### config.mk
export PLATFORM = sky130hd
export DESIGN_NAME = secure_xform_unit
export DESIGN_NICKNAME = d
export VERILOG_FILES = /design/src/rtl/secure_xform_unit.sv
export SDC_FILE = /design/constraint.sdc
export NUM_CORES = 1
export LEC_CHECK = 0
export BUFFER_PORTS_ARGS = -buffer_cell sky130_fd_sc_hd__buf_2
export CORE_MARGIN = 5
export CORE_UTILIZATION = 45
export CTS_CLUSTER_DIAMETER = 50
export DETAILED_ROUTE_END_ITERATION = 8
export PLACE_DENSITY = 0.74
export SYNTH_ARGS = -nofsm -noshare
export SYNTH_HDL_FRONTEND = slang
export SYNTH_SLANG_ARGS = --single-unit
### constraint.sdc
create_clock -name clk -period 4.55 [get_ports clk]
set_input_delay 0.91 -clock clk [delete_from_list [all_inputs] [get_ports clk]]
set_output_delay 0.91 -clock clk [all_outputs]
set_load 0.005 [all_outputs]
### src/rtl/secure_xform_unit.sv
// -----------------------------------------------------------------------------
// secure_xform_unit
//
// Keyed scramble/descramble stage between the register file and data memory.
//   enc channel (store path): ((data + OFFSET) * MULT) mod 2^DATA_W for
//     addresses above SECURE_BASE, passthrough otherwise. Result 1 cycle
//     after acceptance.
//   dec channel (load path):  floor(data / MULT) - OFFSET for addresses above
//     SECURE_BASE using a one-bit-per-cycle restoring divider (IDLE/DIV/DONE),
//     passthrough otherwise.
//   A wrong key gives err=1, data=0. Repeated wrong keys saturate a failure
//     counter and lock the unit out for LOCK_CYCLES cycles. While locked,
//     every accepted request and any division in flight is answered with
//     err=1, data=0 after one cycle.
//
// Ports
//   clk, rst            clock, synchronous active-high reset
//   enc_valid/ready     store request handshake
//   enc_data/addr/key   store request payload
//   enc_out_valid/data/err  one-cycle store result
//   dec_valid/ready     load request handshake
//   dec_data/addr/key   load request payload
//   dec_out_valid/data/err  one-cycle load result
//   locked              lockout active
// -----------------------------------------------------------------------------
module secure_xform_unit #(
    parameter int               DATA_W      = 32,
    parameter int               ADDR_W      = 10,
    parameter int               KEY_W       = 16,
    parameter logic [KEY_W-1:0] ACCESS_KEY  = 16'h0032,
    parameter int               SECURE_BASE = 128,
    parameter int               OFFSET      = 142,
    parameter int               MULT        = 3,
    parameter int               MAX_FAIL    = 3,
    parameter int               LOCK_CYCLES = 64
) (
    input  logic              clk,
    input  logic              rst,
    input  logic              enc_valid,
    output logic              enc_ready,
    input  logic [DATA_W-1:0] enc_data,
    input  logic [ADDR_W-1:0] enc_addr,
    input  logic [KEY_W-1:0]  enc_key,
    output logic              enc_out_valid,
    output logic [DATA_W-1:0] enc_out_data,
    output logic              enc_out_err,
    input  logic              dec_valid,
    output logic              dec_ready,
    input  logic [DATA_W-1:0] dec_data,
    input  logic [ADDR_W-1:0] dec_addr,
    input  logic [KEY_W-1:0]  dec_key,
    output logic              dec_out_valid,
    output logic [DATA_W-1:0] dec_out_data,
    output logic              dec_out_err,
    output logic              locked
);

    localparam int EXT_W  = DATA_W + 2;
    localparam int SH_W   = EXT_W + 1;
    localparam int CNT_W  = $clog2(DATA_W + 1);
    // Wide enough to hold MAX_FAIL + 2 before saturation.
    localparam int FAIL_W = $clog2(MAX_FAIL + 3);
    localparam int TMR_W  = $clog2(LOCK_CYCLES + 1);

    localparam logic [DATA_W-1:0] OFFSET_D   = DATA_W'(OFFSET);
    localparam logic [EXT_W-1:0]  OFFSET_X   = EXT_W'(OFFSET);
    localparam logic [EXT_W-1:0]  MULT_X     = EXT_W'(MULT);
    localparam logic [SH_W-1:0]   MULT_S     = SH_W'(MULT);
    localparam logic [ADDR_W-1:0] BASE_A     = ADDR_W'(SECURE_BASE);
    localparam logic [FAIL_W-1:0] MAX_FAIL_C = FAIL_W'(MAX_FAIL);
    localparam logic [TMR_W-1:0]  LOCK_LOAD  = TMR_W'(LOCK_CYCLES);
    localparam logic [TMR_W-1:0]  TMR_ONE    = TMR_W'(1);
    localparam logic [CNT_W-1:0]  CNT_ONE    = CNT_W'(1);
    localparam logic [CNT_W-1:0]  CNT_LAST   = CNT_W'(DATA_W - 1);

    localparam logic [1:0] ST_IDLE = 2'd0;
    localparam logic [1:0] ST_DIV  = 2'd1;
    localparam logic [1:0] ST_DONE = 2'd2;

    // Store-path scramble; the sum and product are formed at DATA_W+2 bits.
    function automatic logic [DATA_W-1:0] enc_xform(input logic [DATA_W-1:0] d);
        return DATA_W'(({2'b00, d} + OFFSET_X) * MULT_X);
    endfunction

    logic              enc_acc_s;
    logic              enc_key_ok_s;
    logic              enc_secure_s;
    logic              enc_bad_s;
    logic              enc_good_s;
    logic              dec_acc_s;
    logic              dec_key_ok_s;
    logic              dec_secure_s;
    logic              dec_bad_s;
    logic              dec_good_s;
    logic [FAIL_W-1:0] fail_sum_s;
    logic [FAIL_W-1:0] fail_next_s;
    logic [FAIL_W-1:0] fail_cnt_r;
    logic [TMR_W-1:0]  lock_timer_r;
    logic [1:0]        dec_state_r;
    logic [EXT_W-1:0]  div_rem_r;
    logic [DATA_W-1:0] div_dvd_r;
    logic [CNT_W-1:0]  div_cnt_r;
    logic [SH_W-1:0]   div_shift_s;
    logic [EXT_W-1:0]  div_rem_next_s;
    logic              div_bit_s;
    logic [DATA_W-1:0] div_dvd_next_s;

    // Request qualification for both channels.
    always_comb begin
        enc_acc_s    = enc_valid & enc_ready;
        enc_key_ok_s = (enc_key == ACCESS_KEY);
        enc_secure_s = (enc_addr > BASE_A);
        enc_bad_s    = enc_acc_s & ~enc_key_ok_s;
        enc_good_s   = enc_acc_s & enc_key_ok_s;
        dec_acc_s    = dec_valid & dec_ready;
        dec_key_ok_s = (dec_key == ACCESS_KEY);
        dec_secure_s = (dec_addr > BASE_A);
        dec_bad_s    = dec_acc_s & ~dec_key_ok_s;
        dec_good_s   = dec_acc_s & dec_key_ok_s;
    end

    // Next failure count: any bad key this cycle beats a good key on the other channel.
    always_comb begin
        fail_sum_s  = fail_cnt_r + FAIL_W'(enc_bad_s) + FAIL_W'(dec_bad_s);
        fail_next_s = fail_cnt_r;
        if (enc_bad_s || dec_bad_s) begin
            if (fail_sum_s >= MAX_FAIL_C) begin
                fail_next_s = MAX_FAIL_C;
            end else begin
                fail_next_s = fail_sum_s;
            end
        end else if (enc_good_s || dec_good_s) begin
            fail_next_s = {FAIL_W{1'b0}};
        end else begin
            fail_next_s = fail_cnt_r;
        end
    end

    // One restoring-division step; quotient bits shift into the dividend register.
    always_comb begin
        div_shift_s = {div_rem_r, div_dvd_r[DATA_W-1]};
        if (div_shift_s >= MULT_S) begin
            div_rem_next_s = EXT_W'(div_shift_s - MULT_S);
            div_bit_s      = 1'b1;
        end else begin
            div_rem_next_s = div_shift_s[EXT_W-1:0];
            div_bit_s      = 1'b0;
        end
        div_dvd_next_s = {div_dvd_r[DATA_W-2:0], div_bit_s};
    end

    // Failure counter, lockout flag and lockout timer.
    always_ff @(posedge clk) begin
        if (rst) begin
            fail_cnt_r   <= {FAIL_W{1'b0}};
            lock_timer_r <= {TMR_W{1'b0}};
            locked       <= 1'b0;
        end else if (locked) begin
            // Counter is frozen while locked; expiry clears it.
            if (lock_timer_r <= TMR_ONE) begin
                lock_timer_r <= {TMR_W{1'b0}};
                locked       <= 1'b0;
                fail_cnt_r   <= {FAIL_W{1'b0}};
            end else begin
                lock_timer_r <= lock_timer_r - TMR_ONE;
            end
        end else begin
            fail_cnt_r <= fail_next_s;
            if (fail_next_s >= MAX_FAIL_C) begin
                locked       <= 1'b1;
                lock_timer_r <= LOCK_LOAD;
            end else begin
                lock_timer_r <= lock_timer_r;
            end
        end
    end

    // Store channel: always ready, registered result one cycle after acceptance.
    always_ff @(posedge clk) begin
        if (rst) begin
            enc_ready     <= 1'b0;
            enc_out_valid <= 1'b0;
            enc_out_data  <= {DATA_W{1'b0}};
            enc_out_err   <= 1'b0;
        end else begin
            enc_ready     <= 1'b1;
            enc_out_valid <= enc_acc_s;
            if (!enc_acc_s) begin
                enc_out_data <= {DATA_W{1'b0}};
                enc_out_err  <= 1'b0;
            end else if (locked || !enc_key_ok_s) begin
                enc_out_data <= {DATA_W{1'b0}};
                enc_out_err  <= 1'b1;
            end else if (enc_secure_s) begin
                enc_out_data <= enc_xform(enc_data);
                enc_out_err  <= 1'b0;
            end else begin
                enc_out_data <= enc_data;
                enc_out_err  <= 1'b0;
            end
        end
    end

    // Load channel FSM; dec_ready is registered as "next state is IDLE".
    always_ff @(posedge clk) begin
        if (rst) begin
            dec_state_r   <= ST_IDLE;
            dec_ready     <= 1'b0;
            dec_out_valid <= 1'b0;
            dec_out_data  <= {DATA_W{1'b0}};
            dec_out_err   <= 1'b0;
            div_rem_r     <= {EXT_W{1'b0}};
            div_dvd_r     <= {DATA_W{1'b0}};
            div_cnt_r     <= {CNT_W{1'b0}};
        end else begin
            dec_out_valid <= 1'b0;
            dec_out_data  <= {DATA_W{1'b0}};
            dec_out_err   <= 1'b0;
            case (dec_state_r)
                ST_IDLE: begin
                    if (!dec_acc_s) begin
                        dec_state_r <= ST_IDLE;
                        dec_ready   <= 1'b1;
                    end else if (locked || !dec_key_ok_s) begin
                        dec_state_r   <= ST_DONE;
                        dec_ready     <= 1'b0;
                        dec_out_valid <= 1'b1;
                        dec_out_err   <= 1'b1;
                    end else if (dec_secure_s) begin
                        dec_state_r <= ST_DIV;
                        dec_ready   <= 1'b0;
                        div_rem_r   <= {EXT_W{1'b0}};
                        div_dvd_r   <= dec_data;
                        div_cnt_r   <= {CNT_W{1'b0}};
                    end else begin
                        dec_state_r   <= ST_DONE;
                        dec_ready     <= 1'b0;
                        dec_out_valid <= 1'b1;
                        dec_out_data  <= dec_data;
                    end
                end
                ST_DIV: begin
                    dec_ready <= 1'b0;
                    if (locked) begin
                        // Lockout aborts an in-flight division with an error.
                        dec_state_r   <= ST_DONE;
                        dec_out_valid <= 1'b1;
                        dec_out_err   <= 1'b1;
                    end else begin
                        div_rem_r <= div_rem_next_s;
                        div_dvd_r <= div_dvd_next_s;
                        div_cnt_r <= div_cnt_r + CNT_ONE;
                        if (div_cnt_r == CNT_LAST) begin
                            dec_state_r   <= ST_DONE;
                            dec_out_valid <= 1'b1;
                            dec_out_data  <= div_dvd_next_s - OFFSET_D;
                        end else begin
                            dec_state_r <= ST_DIV;
                        end
                    end
                end
                ST_DONE: begin
                    dec_state_r <= ST_IDLE;
                    dec_ready   <= 1'b1;
                end
                default: begin
                    dec_state_r <= ST_IDLE;
                    dec_ready   <= 1'b1;
                end
            endcase
        end
    end

endmodule

==> run_results.csv, run 1 <==
group,metric,value,unit
outcome,status,"completed",
yosys,yosys.area_share.adder,5.28,%
timing,hold_viol,0,
detailed_routing,via_count,8611,
placement,dpl.hpwl,17.8,mm
setup_path,slowest_delay,0.55,ns
setup_path,critical_path.startpoint,"enc_data[1]",
yosys,synthMuxAreaShare,0.337,%
detailed_routing,final_antenna_net_count,0,
yosys,synth_warnings,0,
setup_path,crit_buf_inv,3,
timing,grt_setup_unrepaired,"false",
yosys,yosys.area_share.xor_xnor,11.7,%
yosys,ys_ff_latch,155,
detailed_routing,firstDrtPassIters,7,
final_layout,final_common_cell,"buf_2",
timing,fin_ws,0.326,ns
timing,finClkSkew,0.0142,ns
setup_path,worstSetupStartpointType,"input port",
final_layout,mostFrequentLayoutCells,"buf_2, dfxtp_1, nor2_1",
run,cap_violations,0,
timing,slew_headroom,18.8,%
setup_path,crit_type,"input port to register",
min_path,hold_path_depth,2,
yosys,synth_cell_types,68,
detailed_routing,drcViolationCount,0,
cts,clock_sinks,155,
global_routing,grt_max_degree,42,
setup_path,slowest_stage,"or4_1",
cts,cts_hold_buf,0,
setup_path,reg2reg_slack,1.42,ns
setup_path,timing.rr.start,"div_dvd_r[0]",
detailed_routing,via_per_inst,5.61,
setup_path,r2r-end,"dec_out_data[25]",
setup_path,required,4.92,ns
floorplanning,core_area,19500,sq um
power,peakVddDrop,0.235,mV
detailed_routing,finalWirelength,24.3,mm
placement,dpl_cell_area,10200,sq um
global_routing,grt-ovfl-total,0,
floorplanning,dieArea,22700,sq um
yosys,ys_async_sr_fraction,0,%
setup_path,worst_path_dominant_cell_family,"compound AO/OA/AOI/OAI gates",
min_path,hp-class,"register to register",
yosys,syn_area_per_cell,8.32,sq um
setup_path,worstRegToRegCells,10,
yosys,synth-edff-count,0,
floorplanning,placementRows,51,
cts,cts_tree,"done",
placement,port_buffers,190,
cts,cts_resized,0,
yosys,synth_ff_type,"dfxtp_1",
yosys,syn-num-nets,1228,
final_layout,finalNonFillerCells,1534,
power,power.total,3.37,mW
timing,fmax,0.237,GHz
power,cellLeakagePower,4.87,nW
cts,clk_pin_slew,0.07,ns
setup_path,critPathCapture,"enc_out_data[31]",
global_routing,grt_pass1_wl,39.4,mm
yosys,syn-instance-count,1071,
floorplanning,die_w,151,microns
setup_path,crit_arrival,4.60,ns
final_layout,design_area,10900,sq um
cts,cts_root_buf,"clkbuf_16",
final_layout,layout-drive-gt1-share,22.1,%
timing,setup_viol,0,
setup_path,end_kind,"register",
timing,fin_crit,4.22,ns
yosys,synth_compound_area_share,21.0,%
global_routing,grt_pass1_vias,8057,
power,power_density,311,nW/um^2
setup_path,worstPathCellList,"buf_2, inv_1, ha_1, nand2b_1, a21oi_1, nor3b_1, xor2_1, ha_1, a21o_1, a31o_2, a21o_1, a21oi_1, a31oi_1, a41oi_1, buf_4, o31ai_2, or4_1, a31oi_1, a41o_1",
final_layout,area_growth,21.9,%
timing,timing.hold.ws,0.489,ns
detailed_routing,routedWlPerCell,15.9,microns
floorplanning,fp.dieH,151,microns
placement,place.gp.congestion,0.948,
cts,cts_buffers,17,
timing,finalSetupTns,0,ns
setup_path,cp_num_cells,19,
floorplanning,io_pins,191,
global_routing,track_usage,21.1,%
detailed_routing,drtIter0Drc,762,
global_routing,antenna_found_initial,0,
timing,report.final.slew_viol_count,0,
placement,dp_slack,-0.00173,ns
final_layout,fin_nets,1413,
timing,tightest_slew,1.22,ns
setup_path,critical_path.max_fanout,4,
floorplanning,start_util,45.8,%
placement,dp.cells,1502,
yosys,synth_top_family_by_area,"simple AND/OR/NAND/NOR gates",
final_layout,num_antenna_cells,0,
cts,htree_levels,4,
yosys,seq_area_frac_synth,34.8,%
timing,finalCritPeriodShare,92.8,%
cts,insertion_delay,0.44,ns
final_layout,utilization,55.8,%
yosys,synth_area,8910,sq um
yosys,synth_simple_gate_area_share,23.8,%
cts,post_cts_buffers,0,
cts,clockBufferDepth,2,
==> worst register-to-register path: stages, from the launching register on <==
cell       delay, ns
dfxtp_1         0.36
ha_1            0.27
a2111oi_0       0.66
nor2b_1         0.20
nand2b_1        0.23
nor3_1          0.35
nand3b_1        0.21
or3_1           0.36
xnor2_1         0.13
a22oi_1         0.15
nor2_1          0.06
==> per-layer routing <==
layer | vias up | wire length, microns | GRT usage [%]
li1 | 4296 | - | -
met1 | 3958 | 10800 | 28.4
met2 | 329 | 11400 | 34.1
met3 | 28 | 1860 | 5.03
met4 | 0 | 317 | 5.21
met5 | - | 0 | 0
==> where the power goes <==
group	internal (mW)	switching [mW]	leakage (nW)
sequential	1.36	0.00690	1.25
combinational	0.232	0.313	3.33
clock	0.752	0.710	0.296
==> worst min-delay path by stage <==
stage               startpoint         endpoint
2_1_floorplan    div_rem_r[21]    div_rem_r[21]
3_3_place_gp     div_rem_r[21]    div_rem_r[21]
3_5_place_dp     div_rem_r[21]    div_rem_r[21]
4_1_cts          div_rem_r[21]    div_rem_r[21]
5_1_grt          div_rem_r[33]    div_rem_r[33]
6_report       lock_timer_r[3]  lock_timer_r[3]
==> layout make-up <==
class	instances	area, sq um
inverters	17	63.8
clock buffers	17	425
clock inverters	15	190
repair buffers	220	1180
multi-input cells	845	5570
fillers	1748	8600
flip-flops and latches	155	3100
well taps	265	332
==> logic make-up (layout without fill, tap and decap cells) <==
| family | Yosys count | count (layout) |
|---|---|---|
| muxes | 3 | 3 |
| buffers and inverters | 71 | 269 |
| xor gates and xnor gates | 119 | 119 |
| and+or+nand+nor | 426 | 426 |
| adders and majority gates | 37 | 37 |
| DFF | 155 | 155 |
| AOI/OAI and AO/OA | 260 | 260 |
==> registers in the layout, indices dropped and copies added, names as in the netlist <==
signal,cells
dec_state_r,2
fail_cnt_r,3
div_rem_r,34
dec_out_valid,1
dec_out_data,32
div_cnt_r,6
enc_out_err,1
locked,1
dec_ready,1
enc_ready,1
lock_timer_r,7
dec_out_err,1
enc_out_valid,1
div_dvd_r,32
enc_out_data,32
==> synth_stat cells, types with 3 or more instances <==
library cell  count  area [sq um]
dfxtp_1         155          3100
nor2_1          141           529
nand2_1         105           394
xnor2_1          72           631
a21oi_1          70           350
clkbuf_1         50           188
xor2_1           47           412
a22o_1           36           315
ha_1             36           450
nor3_1           36           180
a22oi_1          34           255
a222oi_1         32           320
nand3_1          27           135
a21o_1           22           165
inv_1            17          63.8
nand4_1          16           100
nor4_1           15          93.8
o21ai_0          15          75.1
a31oi_1          11          68.8
a211oi_1          9          67.6
and3_1            9          56.3
nand2b_1          9          56.3
and2_1            7          43.8
o21bai_1          6          45.0
or2_2             6          37.5
or4_1             6          45.0
nand3b_1          5          37.5
nor2b_1           5          31.3
nor4b_1           5          43.8
nand2_2           4          25.0
nand4b_1          4          35.0
or3_1             4          25.0
a41oi_1           3          26.3
and4_1            3          26.3
mux2i_1           3          30.0
nor3b_1           3          22.5
nor4_2            3          37.5
o31ai_1           3          22.5
No activity file was read; power rests on OpenSTA's default activity.
==> run 2: changes to the inputs <==
Settings changed: ABC_AREA set to 1, PLACE_DENSITY 0.74 to 0.7.
Clock period 4.55 ns to 4.6 ns, I/O delays scaled along.
==> run 2 against run 1 <==
Critical path depth rose by 4. Wire length rose by 26%. Sequential share of layout area fell by 3.1 points. Synthesized cell count rose by 51%. Sequential cell count did not move. Power fell by 2.1%. Largest power group unchanged.
==> run_results.csv, run 2 <==
group,metric,value,unit
outcome,status,"completed",
global_routing,grt_pass1_vias,10592,
yosys,synth_ff_type,"dfxtp_1",
timing,setup_viol,0,
detailed_routing,drtIter0Drc,939,
yosys,yosys.cell_count.top_type,"nand2_1",
setup_path,slowest_stage,"a2111oi_0",
setup_path,crit_type,"input port to register",
floorplanning,die_w,162,microns
final_layout,largest_reg_flops,34,
yosys,yosysTopAreaCellShare,30.0,%
placement,dpl.hpwl,23.4,mm
global_routing,track_usage,23.2,%
setup_path,slowest_delay,0.42,ns
yosys,synth_warnings,0,
detailed_routing,routedWlPerCell,14.7,microns
yosys,synth_top_family_by_area,"simple AND/OR/NAND/NOR gates",
timing,tightest_slew,1.12,ns
setup_path,required,4.93,ns
placement,dp.cells,2059,
cts,cts_root_buf,"clkbuf_16",
global_routing,grt-ovfl-total,0,
min_path,hp-class,"register to register",
floorplanning,core_area,22600,sq um
yosys,yosys.area_share.adder,4.55,%
yosys,syn-instance-count,1618,
power,power_density,272,nW/um^2
timing,finalCritPeriodShare,88.3,%
yosys,synth_top_area_cell,"dfxtp_1",
setup_path,timing.rr.start,"div_dvd_r[31]",
yosys,seq_area_frac_synth,30.0,%
setup_path,critical_path.max_fanout,5,
final_layout,fin_nets,1950,
min_path,hp-start,"div_rem_r[33]",
cts,cts_tree,"done",
cts,insertion_delay,0.44,ns
detailed_routing,via_per_inst,5.28,
timing,fmax,0.246,GHz
timing,finalSetupTns,0,ns
cts,clock_sinks,155,
setup_path,crit_arrival,4.40,ns
yosys,syn-num-nets,1775,
timing,finClkSkew,0.0131,ns
cts,htree_levels,4,
detailed_routing,drcViolationCount,0,
yosys,synth_cell_types,52,
global_routing,grt_max_degree,102,
final_layout,area_growth,17.5,%
cts,cts_hold_buf,0,
placement,dpl_cell_area,11600,sq um
final_layout,final_common_cell,"nand2_1",
timing,slew_headroom,25.5,%
floorplanning,io_pins,191,
placement,port_buffers,190,
setup_path,crit_buf_inv,6,
yosys,synth-edff-count,0,
timing,fin_crit,4.06,ns
yosys,synth_area_leaders,"dfxtp_1, nand2_1, inv_1",
floorplanning,start_util,45.7,%
floorplanning,fp.dieH,162,microns
final_layout,design_area,12200,sq um
yosys,synthMuxAreaShare,0,%
power,cellLeakagePower,5.93,nW
global_routing,antenna_found_initial,1,
final_layout,mostFrequentLayoutCells,"nand2_1, inv_1, buf_2",
timing,hold_viol,0,
run,cap_violations,0,
yosys,synth_common_cells,"nand2_1, inv_1, nor2_1",
yosys,synth_simple_gate_area_share,35.6,%
final_layout,largest-register,"div_rem_r",
yosys,syn_area_per_cell,6.40,sq um
detailed_routing,firstDrtPassIters,6,
detailed_routing,via_count,11046,
final_layout,finalNonFillerCells,2092,
power,power.total,3.30,mW
yosys,ys_ff_latch,155,
setup_path,worstSetupStartpointType,"input port",
power,peakVddDrop,0.169,mV
final_layout,layout-drive-gt1-share,16.1,%
setup_path,worstPathCellList,"buf_2, inv_2, ha_1, nand2_1, nand3_1, nand2_1, inv_1, nor4_1, nand4_1, nor2_1, xor2_1, inv_1, ha_1, a21oi_1, inv_1, a21oi_1, nor2_1, a2111oi_0, nand3_1, nand2_1, nand3_1, nand2_1, inv_1",
setup_path,end_kind,"register",
timing,timing.hold.ws,0.470,ns
placement,place.gp.congestion,0.959,
cts,post_cts_buffers,0,
cts,cts_resized,0,
timing,report.final.slew_viol_count,0,
cts,clockBufferDepth,2,
setup_path,worst_path_dominant_cell_family,"simple AND/OR/NAND/NOR gates",
yosys,ys_async_sr_fraction,0,%
yosys,yosys.area_share.xor_xnor,6.86,%
detailed_routing,final_antenna_net_count,0,
floorplanning,dieArea,26100,sq um
yosys,synth_compound_area_share,13.7,%
yosys,synth_area,10300,sq um
setup_path,critical_path.startpoint,"enc_data[1]",
timing,grt_setup_unrepaired,"false",
global_routing,grt_pass1_wl,50.4,mm
cts,cts_buffers,17,
cts,clk_pin_slew,0.07,ns
detailed_routing,finalWirelength,30.7,mm
floorplanning,placementRows,55,
## run 2: cell count changes in the layout (fill, tap and decap cells not counted), sizes merged, moves of 20 or more
| cell | previous run | this run |
|---|---|---|
| nand2 | 109 | 456 |
| nor2 | 141 | 165 |
| o21ai | 17 | 60 |
| nand3 | 27 | 99 |
| xnor2 | 72 | 14 |
| a21oi | 70 | 145 |
| a22o | 36 | 0 |
| a31oi | 11 | 33 |
| a222oi | 32 | 0 |
| xor2 | 47 | 67 |
| inv | 24 | 217 |
| a22oi | 34 | 1 |
## run 2: cell type report
class | instances | area, sq um
antenna | 1 | 2.50
clock buffer | 17 | 425
clock inverter | 15 | 161
fill | 2285 | 10500
inverter | 208 | 783
multi-input combinational | 1210 | 6290
sequential | 155 | 3100
tap | 285 | 357
timing repair buffer | 201 | 1040
## run 2: kinds of logic (layout without fill, tap and decap cells)
logic type	Yosys count	in the layout
other	0	1
and+or+nand+nor	831	831
xor gates and xnor gates	81	81
buffers and inverters	253	441
DFF	155	155
adders and majority gates	37	37
AOI/OAI and AO/OA	261	261
## run 2: per-layer routing
layer  up-vias  global-route usage, %  routed length, microns
met5         -                      0                       0
met4         0                   7.38                     682
met3        56                   4.06                    1510
met2       333                   39.6                   14700
met1      5053                   29.8                   13800
li1       5604                      -                       -
## run 2: power breakdown
| part | internal, mW | switching [mW] | total (mW) |
|---|---|---|---|
| combinational | 0.193 | 0.346 | 0.539 |
| clock | 0.731 | 0.684 | 1.42 |
| sequential | 1.35 | 0.00446 | 1.35 |
## run 2: per-stage QoR
stage | setup slack, ns | util (%)
2_1_floorplan | 0.854 | -
3_3_place_gp | 0.235 | 51.1
3_5_place_dp | 0.132 | 51.1
4_1_cts | 0.567 | 53.7
5_1_grt | 0.183 | 53.7
6_report | 0.537 | 53.7
## run 2: worst register-to-register path: cells and delay by family, from the launching register on
kind / cells / cell delay, ns
buf+inv: 1 / 0.15
simple gates: 9 / 1.91
flops: 1 / 0.38
compound gates: 1 / 0.16
fa+ha+maj: 1 / 0.27
## run 2: final timing paths
kind / cells past startpoint / end / slack [ns]
max: 23 / enc_out_data[31] / 0.54
min: 2 / div_rem_r[33] / 0.47
max reg2reg: 12 / div_rem_r[17] / 1.65
min reg2reg: 2 / div_rem_r[33] / 0.47
